## src/rtl/mod_amplitude_param_if.sv

```systemverilog
// Sample/parameter bundle between the carrier source and the AM block.
// The master drives carrier and controls; the slave returns the modulated sample.
interface mod_amplitude_param_if #(
   parameter int SAMPLE_W = 8,
   parameter int PHASE_W  = 16
);
   logic                sample_en_i;
   logic [PHASE_W-1:0]  freq_i;
   logic [3:0]          mod_shift_i;
   logic [1:0]          mode_i;
   logic [SAMPLE_W-1:0] depth_i;
   logic                phase_rst_i;
   logic [SAMPLE_W-1:0] carrier_i;
   logic [SAMPLE_W-1:0] sample_data_o;
   logic                valid_o;

   modport master (
      output sample_en_i, freq_i, mod_shift_i, mode_i,
      output depth_i, phase_rst_i, carrier_i,
      input  sample_data_o, valid_o
   );

   modport slave (
      input  sample_en_i, freq_i, mod_shift_i, mode_i,
      input  depth_i, phase_rst_i, carrier_i,
      output sample_data_o, valid_o
   );
endinterface

```

## src/rtl/mod_amplitude_param.sv

```systemverilog
// Amplitude modulator: internal LFO scales an external carrier by a
// depth-controlled gain through a 3-stage pipeline.
module mod_amplitude_param #(
   parameter int SAMPLE_W = 8,
   parameter int PHASE_W  = 16
) (
   input logic clk_i,
   input logic rstn_i,
   mod_amplitude_param_if.slave bus
);
   localparam logic [SAMPLE_W-1:0] MAX = '1;
   localparam logic [SAMPLE_W-1:0] ZW  = '0;

   logic [PHASE_W-1:0]    phase;
   logic [PHASE_W-1:0]    inc;
   logic [PHASE_W:0]      sum;
   logic                  carry;
   logic [1:0]            mode_q;
   logic [SAMPLE_W-1:0]   depth_q;
   logic [SAMPLE_W-1:0]   x;
   logic [SAMPLE_W-1:0]   m;

   logic [SAMPLE_W-1:0]   c1, m1, d1;
   logic                  v1;
   logic [2*SAMPLE_W-1:0] atten;
   logic [SAMPLE_W-1:0]   gain;
   logic [SAMPLE_W-1:0]   c2, g2;
   logic                  v2;
   logic [2*SAMPLE_W-1:0] prod;

   assign inc   = bus.freq_i >> bus.mod_shift_i;
   assign sum   = {1'b0, phase} + {1'b0, inc};
   assign carry = sum[PHASE_W];
   assign x     = phase[PHASE_W-2 -: SAMPLE_W];

   always_comb begin
      m = x;
      unique case (1'b1)
         (mode_q == 2'd1): m = phase[PHASE_W-1 -: SAMPLE_W];
         (mode_q == 2'd2): m = phase[PHASE_W-1] ? '0 : MAX;
         default:          m = phase[PHASE_W-1] ? ~x : x;
      endcase
   end

   // Parameters only change at an LFO wrap or restart, so the
   // modulation envelope never jumps mid-cycle.
   always_ff @(posedge clk_i or negedge rstn_i) begin
      if (!rstn_i) begin
         phase   <= '0;
         mode_q  <= 2'd0;
         depth_q <= MAX;
      end else if (bus.phase_rst_i) begin
         phase   <= '0;
         mode_q  <= bus.mode_i;
         depth_q <= bus.depth_i;
      end else if (bus.sample_en_i) begin
         phase <= sum[PHASE_W-1:0];
         if (carry) begin
            mode_q  <= bus.mode_i;
            depth_q <= bus.depth_i;
         end
      end
   end

   assign atten = {ZW, d1} * {ZW, MAX - m1};
   assign gain  = MAX - SAMPLE_W'(atten >> SAMPLE_W);
   assign prod  = {ZW, c2} * {ZW, g2};

   always_ff @(posedge clk_i or negedge rstn_i) begin
      if (!rstn_i) begin
         c1 <= '0;
         m1 <= '0;
         d1 <= '0;
         v1 <= 1'b0;
         c2 <= '0;
         g2 <= '0;
         v2 <= 1'b0;
         bus.sample_data_o <= '0;
         bus.valid_o       <= 1'b0;
      end else begin
         v1 <= bus.sample_en_i;
         if (bus.sample_en_i) begin
            c1 <= bus.carrier_i;
            m1 <= m;
            d1 <= depth_q;
         end
         c2 <= c1;
         g2 <= gain;
         v2 <= v1;
         bus.valid_o <= v2;
         if (v2) bus.sample_data_o <= SAMPLE_W'(prod >> SAMPLE_W);
      end
   end
endmodule

```

## src/flat_wrapper.sv

```systemverilog
// flat-port wrapper written by rule: the top's interface ports become plain ports
module mod_amplitude_param_flat 
#(
   parameter int SAMPLE_W = 8,
   parameter int PHASE_W  = 16
)
  (clk_i, rstn_i, bus_sample_en_i, bus_freq_i, bus_mod_shift_i, bus_mode_i, bus_depth_i, bus_phase_rst_i, bus_carrier_i, bus_sample_data_o, bus_valid_o);
  mod_amplitude_param_if #(.SAMPLE_W(SAMPLE_W), .PHASE_W(PHASE_W)) bus_i ();
  input logic clk_i;
  input logic rstn_i;
  input wire logic [$bits(bus_i.sample_en_i)-1:0] bus_sample_en_i;
  input wire logic [$bits(bus_i.freq_i)-1:0] bus_freq_i;
  input wire logic [$bits(bus_i.mod_shift_i)-1:0] bus_mod_shift_i;
  input wire logic [$bits(bus_i.mode_i)-1:0] bus_mode_i;
  input wire logic [$bits(bus_i.depth_i)-1:0] bus_depth_i;
  input wire logic [$bits(bus_i.phase_rst_i)-1:0] bus_phase_rst_i;
  input wire logic [$bits(bus_i.carrier_i)-1:0] bus_carrier_i;
  output wire logic [$bits(bus_i.sample_data_o)-1:0] bus_sample_data_o;
  output wire logic [$bits(bus_i.valid_o)-1:0] bus_valid_o;
  assign bus_i.sample_en_i = bus_sample_en_i;
  assign bus_i.freq_i = bus_freq_i;
  assign bus_i.mod_shift_i = bus_mod_shift_i;
  assign bus_i.mode_i = bus_mode_i;
  assign bus_i.depth_i = bus_depth_i;
  assign bus_i.phase_rst_i = bus_phase_rst_i;
  assign bus_i.carrier_i = bus_carrier_i;
  assign bus_sample_data_o = bus_i.sample_data_o;
  assign bus_valid_o = bus_i.valid_o;
  mod_amplitude_param #(.SAMPLE_W(SAMPLE_W), .PHASE_W(PHASE_W)) u_core (.clk_i(clk_i), .rstn_i(rstn_i), .bus(bus_i));
endmodule
```

## config.mk

```make
export PLATFORM = sky130hd
export DESIGN_NAME = mod_amplitude_param_flat
export DESIGN_NICKNAME = d
export VERILOG_FILES = /design/src/rtl/mod_amplitude_param_if.sv /design/src/rtl/mod_amplitude_param.sv /design/src/flat_wrapper.sv
export SDC_FILE = /design/constraint.sdc
export NUM_CORES = 1
export LEC_CHECK = 0
export BUFFER_PORTS_ARGS = -buffer_cell sky130_fd_sc_hd__clkbuf_2
export CAP_MARGIN = 15
export CORE_MARGIN = 2
export CORE_UTILIZATION = 31
export CTS_CLUSTER_SIZE = 24
export DETAILED_ROUTE_END_ITERATION = 6
export SLEW_MARGIN = 10
export SYNTH_ARGS = -nofsm -noshare
export SYNTH_HDL_FRONTEND = slang
export SYNTH_SLANG_ARGS = --single-unit
```

## constraint.sdc

```tcl
create_clock -name clk_i -period 4.13 [get_ports clk_i]
set_clock_uncertainty 0.1 [all_clocks]
set_input_delay 0.6195 -clock clk_i [delete_from_list [all_inputs] [get_ports clk_i]]
set_output_delay 0.6195 -clock clk_i [all_outputs]
set_load 0.01 [all_outputs]
```

==> flow_summary_export.csv <==
group,metric,value,unit
run_status,run_status,"finished with violations",
run_status,violations,"setup timing",
synthesis,synth_cell_types,61,
routing,vias,6077,
timing,fmax,0.232,GHz
synthesis,synth_fp_nets,1015,
global_routing,grt_pass1_vias,6189,
routing,via_per_inst,4.73,
worst_setup_path,crit_chain,"and2_4 -> fa_1 -> fa_1 -> fa_1 -> inv_1 -> fa_1 -> inv_2 -> ha_4 -> a21oi_2 -> nand2_1 -> or3_4 -> o22ai_4 -> o21ai_2 -> xor2_1 -> mux2_4",
synthesis,synth_edf_count,0,
cts,htreeDepth,3,
timing,rsz0062_at_grt,"true",
cts,cts_tree,"done",
cts,postCtsHoldBufs,0,
worst_setup_path,startpoint_type,"register",
synthesis,ys.flop_type,"dfrtp_1",
synthesis,seq_area_frac_synth,24.0,%
final_layout,syn_to_final_growth,23.1,%
placed_design,io_buffers,50,
routing,route.detailed.drc,0,
synthesis,synthCells,818,
worst_setup_path,path_max_fanout,6,
worst_setup_path,cp_top_family,"adder cells",
die,fp.coreArea,0.0258,mm²
cts,cts_buffers,9,
worst_setup_path,cp_num_buf_inv,2,
timing,min_period_over_period,104,%
synthesis,async_flop_share,100,%
global_routing,grt_pass1_wl,29.8,mm
timing,hold_slack,0.253,ns
worst_setup_path,path_depth,15,
cts,path_clk_slew,0.06,ns
final_layout,drive_above_1_share,29.2,%
cts,cts_sinks,77,
synthesis,synthesis.area,0.00807,mm²
worst_setup_path,path_common_cell,"fa_1",
cts,root_buffer,"clkbuf_16",
timing,tightest_slew,0.880,ns
routing,drtAntennaViolNets,0,
final_layout,fill_cells,2576,
timing,period_minus_slack,4.30,ns
worst_setup_path,slowest_stage,"fa_1",
worst_hold_path,hold_depth,0,
worst_setup_path,reg2reg_depth,15,
synthesis,avgSynthCellArea,9.86,µm²
die,die_w,165,µm
timing,hold_viol_final,0,
routing,wl,17.8,mm
synthesis,yosys_warnings,0,
timing,setup_violations,5,
worst_hold_path,hold_class,"register to register",
placed_design,hpwl,13.9,mm
worst_setup_path,path_class,"register to register",
job,max_cap_violations,0,
global_routing,grt_max_degree,63,
die,fp.dieArea,0.0273,mm²
cts,cts_max_path_buffers,2,
worst_setup_path,crit_arrival,4.44,ns
die,start_util,31.2,%
die,dieHeight,165,µm
cts,insertion_delay,0.35,ns
global_routing,antenna_found_initial,1,
die,num_rows,59,
final_layout,layout.nets,1142,
die,io_pins,51,
global_routing,grt_overflow,0,
timing,maxSlewViolCount,0,
timing,worst_slack,-0.173,ns
routing,first_pass_iters,4,
worst_setup_path,worstPathRequired,4.26,ns
routing,wl_per_cell,13.8,µm
worst_setup_path,max_stage_delay,0.53,ns
placed_design,gp_congestion,0.851,
worst_setup_path,worstSetupEndpointType,"register",
routing,drt-initial-drc-count,191,
timing,relSlewSlack,41.3,%
synthesis,synth-seq-cells,77,
global_routing,grtUsageTotal,13.6,%
## cell usage after synthesis (all sizes together) (2+ instances only)
| cell | instances | share of area [%] |
|---|---|---|
| o21ai | 12 | 0.79 |
| xnor2 | 13 | 1.4 |
| nor2 | 43 | 2.0 |
| and2 | 41 | 3.2 |
| nand4b | 2 | 0.22 |
| or2 | 2 | 0.16 |
| and4 | 3 | 0.33 |
| xor2 | 10 | 1.1 |
| nand3 | 10 | 0.62 |
| a21o | 14 | 1.3 |
| o22ai | 6 | 0.47 |
| dfstp | 8 | 2.6 |
| nor4 | 2 | 0.16 |
| inv | 102 | 4.7 |
| a31oi | 6 | 0.54 |
| buf | 6 | 0.31 |
| a211oi | 11 | 1.0 |
| o2111ai | 2 | 0.22 |
| nand4 | 3 | 0.23 |
| nand3b | 2 | 0.19 |
| o21a | 3 | 0.28 |
| nand2 | 44 | 2.0 |
| clkbuf | 16 | 0.74 |
| nor3b | 7 | 0.65 |
| nor2b | 50 | 3.9 |
| nor3 | 5 | 0.31 |
| ha | 84 | 13 |
| o211ai | 2 | 0.19 |
| or3 | 3 | 0.23 |
| mux4 | 3 | 0.84 |
| dfrtp | 69 | 21 |
| o221a | 7 | 0.98 |
| mux2 | 38 | 5.8 |
| a21oi | 47 | 3.1 |
| o21bai | 4 | 0.37 |
| nor4bb | 3 | 0.37 |
| mux2i | 25 | 3.1 |
| nand2b | 26 | 2.0 |
| fa | 71 | 18 |
## per-layer routing
layer	vias to the layer above	wire (µm)	global-route usage [%]
met5	-	13	0
met4	2	112	2.12
met3	10	519	2.85
met2	64	9230	24.9
met1	2982	7900	16.8
li1	3019	-	-
## per-stage QoR
| step | std cells | TNS (ns) | setup WS, ns | utilization, % | cell area, µm² |
|---|---|---|---|---|---|
| 6_report | 1286 | -0.673 | -0.173 | 38.4 | 9930 |
| 5_1_grt | 1285 | -2.04 | -0.371 | 38.4 | 9930 |
| 2_1_floorplan | 818 | -0.173 | -0.0988 | - | 8110 |
| 3_3_place_gp | 1247 | -1.10 | -0.246 | 35.7 | 9230 |
| 3_5_place_dp | 1247 | -1.40 | -0.271 | 35.7 | 9230 |
| 4_1_cts | 1275 | -0.725 | -0.209 | 37.4 | 9660 |
## final cells by class
type	count	area (µm²)	area share [%]
repair buffers	138	970	9.76
well taps	335	419	4.22
flip-flops and latches	77	1950	19.6
multi-input cells	617	5930	59.7
clock buffers	10	239	2.41
diodes	1	2.50	0.0252
inverters	102	383	3.85
clock inverters	6	38.8	0.390
## repair_timing
item,CTS,global route
pin swaps,18,38
buffers inserted,12,11
resized for setup,23,44
setup endpoints to repair,10,14
## path summary, 6_finish.rpt
check / slack (ns) / from / endpoint
min in group asynchronous: 0.28 / rstn_i / u_core.phase[8]$_DFFE_PN0P_
hold reg to reg: 0.25 / u_core.v1$_DFF_PN0_ / u_core.v2$_DFF_PN0_
setup / recovery: -0.17 / u_core.c2[2]$_DFF_PN0_ / u_core.bus.sample_data_o[6]$_DFFE_PN0P_
max in group asynchronous: 2.81 / rstn_i / u_core.depth_q[5]$_DFFE_PN1P_
hold / removal: 0.25 / u_core.v1$_DFF_PN0_ / u_core.v2$_DFF_PN0_
setup reg to reg: -0.17 / u_core.c2[2]$_DFF_PN0_ / u_core.bus.sample_data_o[6]$_DFFE_PN0P_
## flip-flops by register name, summed over array words and instances (netlist names)
signal                    cells
u_core.bus.valid_o            1
u_core.depth_q                8
u_core.mode_q                 2
u_core.g2                     8
u_core.v1                     1
u_core.phase                 16
u_core.bus.sample_data_o      8
u_core.c2                     8
u_core.d1                     8
u_core.m1                     8
u_core.c1                     8
u_core.v2                     1
## cell families (layout without fill, tap and decap cells)
group	count (synthesis)	count (layout)	synth area share [%]
buffers and inverters	124	256	5.80
xor gates and xnor gates	23	23	2.50
muxes	66	66	9.71
AOI/OAI and AO/OA	124	124	10.4
DFF	77	77	24.0
and+or+nand+nor	249	249	16.9
other	0	1	0
adders and majority gates	155	155	30.6
## cells in the final DEF (no fill, tap or decap), types with 4 or more instances in the layout
master     instances
mux2_4            12
ha_4               6
fa_2               4
buf_4             81
o21ai_0            7
buf_6              5
xnor2_1           13
nand2_1           43
a21oi_1           38
nor3b_1            7
nor2_1            42
a21oi_2            8
o22ai_1            5
mux2_2            25
ha_1              76
nand3_1            9
nor2b_1           41
clkbuf_16          9
nor2b_2            6
xor2_1            10
a31oi_1            4
dfstp_2            8
mux2i_1           25
and2_1            36
o221a_2            7
nand2b_4           4
a21o_1            14
inv_1             98
a211oi_1          10
inv_2              4
dfrtp_1           61
and2_4             5
fa_1              67
nand2b_1          22
nor3_1             5
dfrtp_2            8
clkbuf_2          49
Power is not shown: default switching activity piles up to over one toggle a cycle in this logic, so the estimate is an artifact.
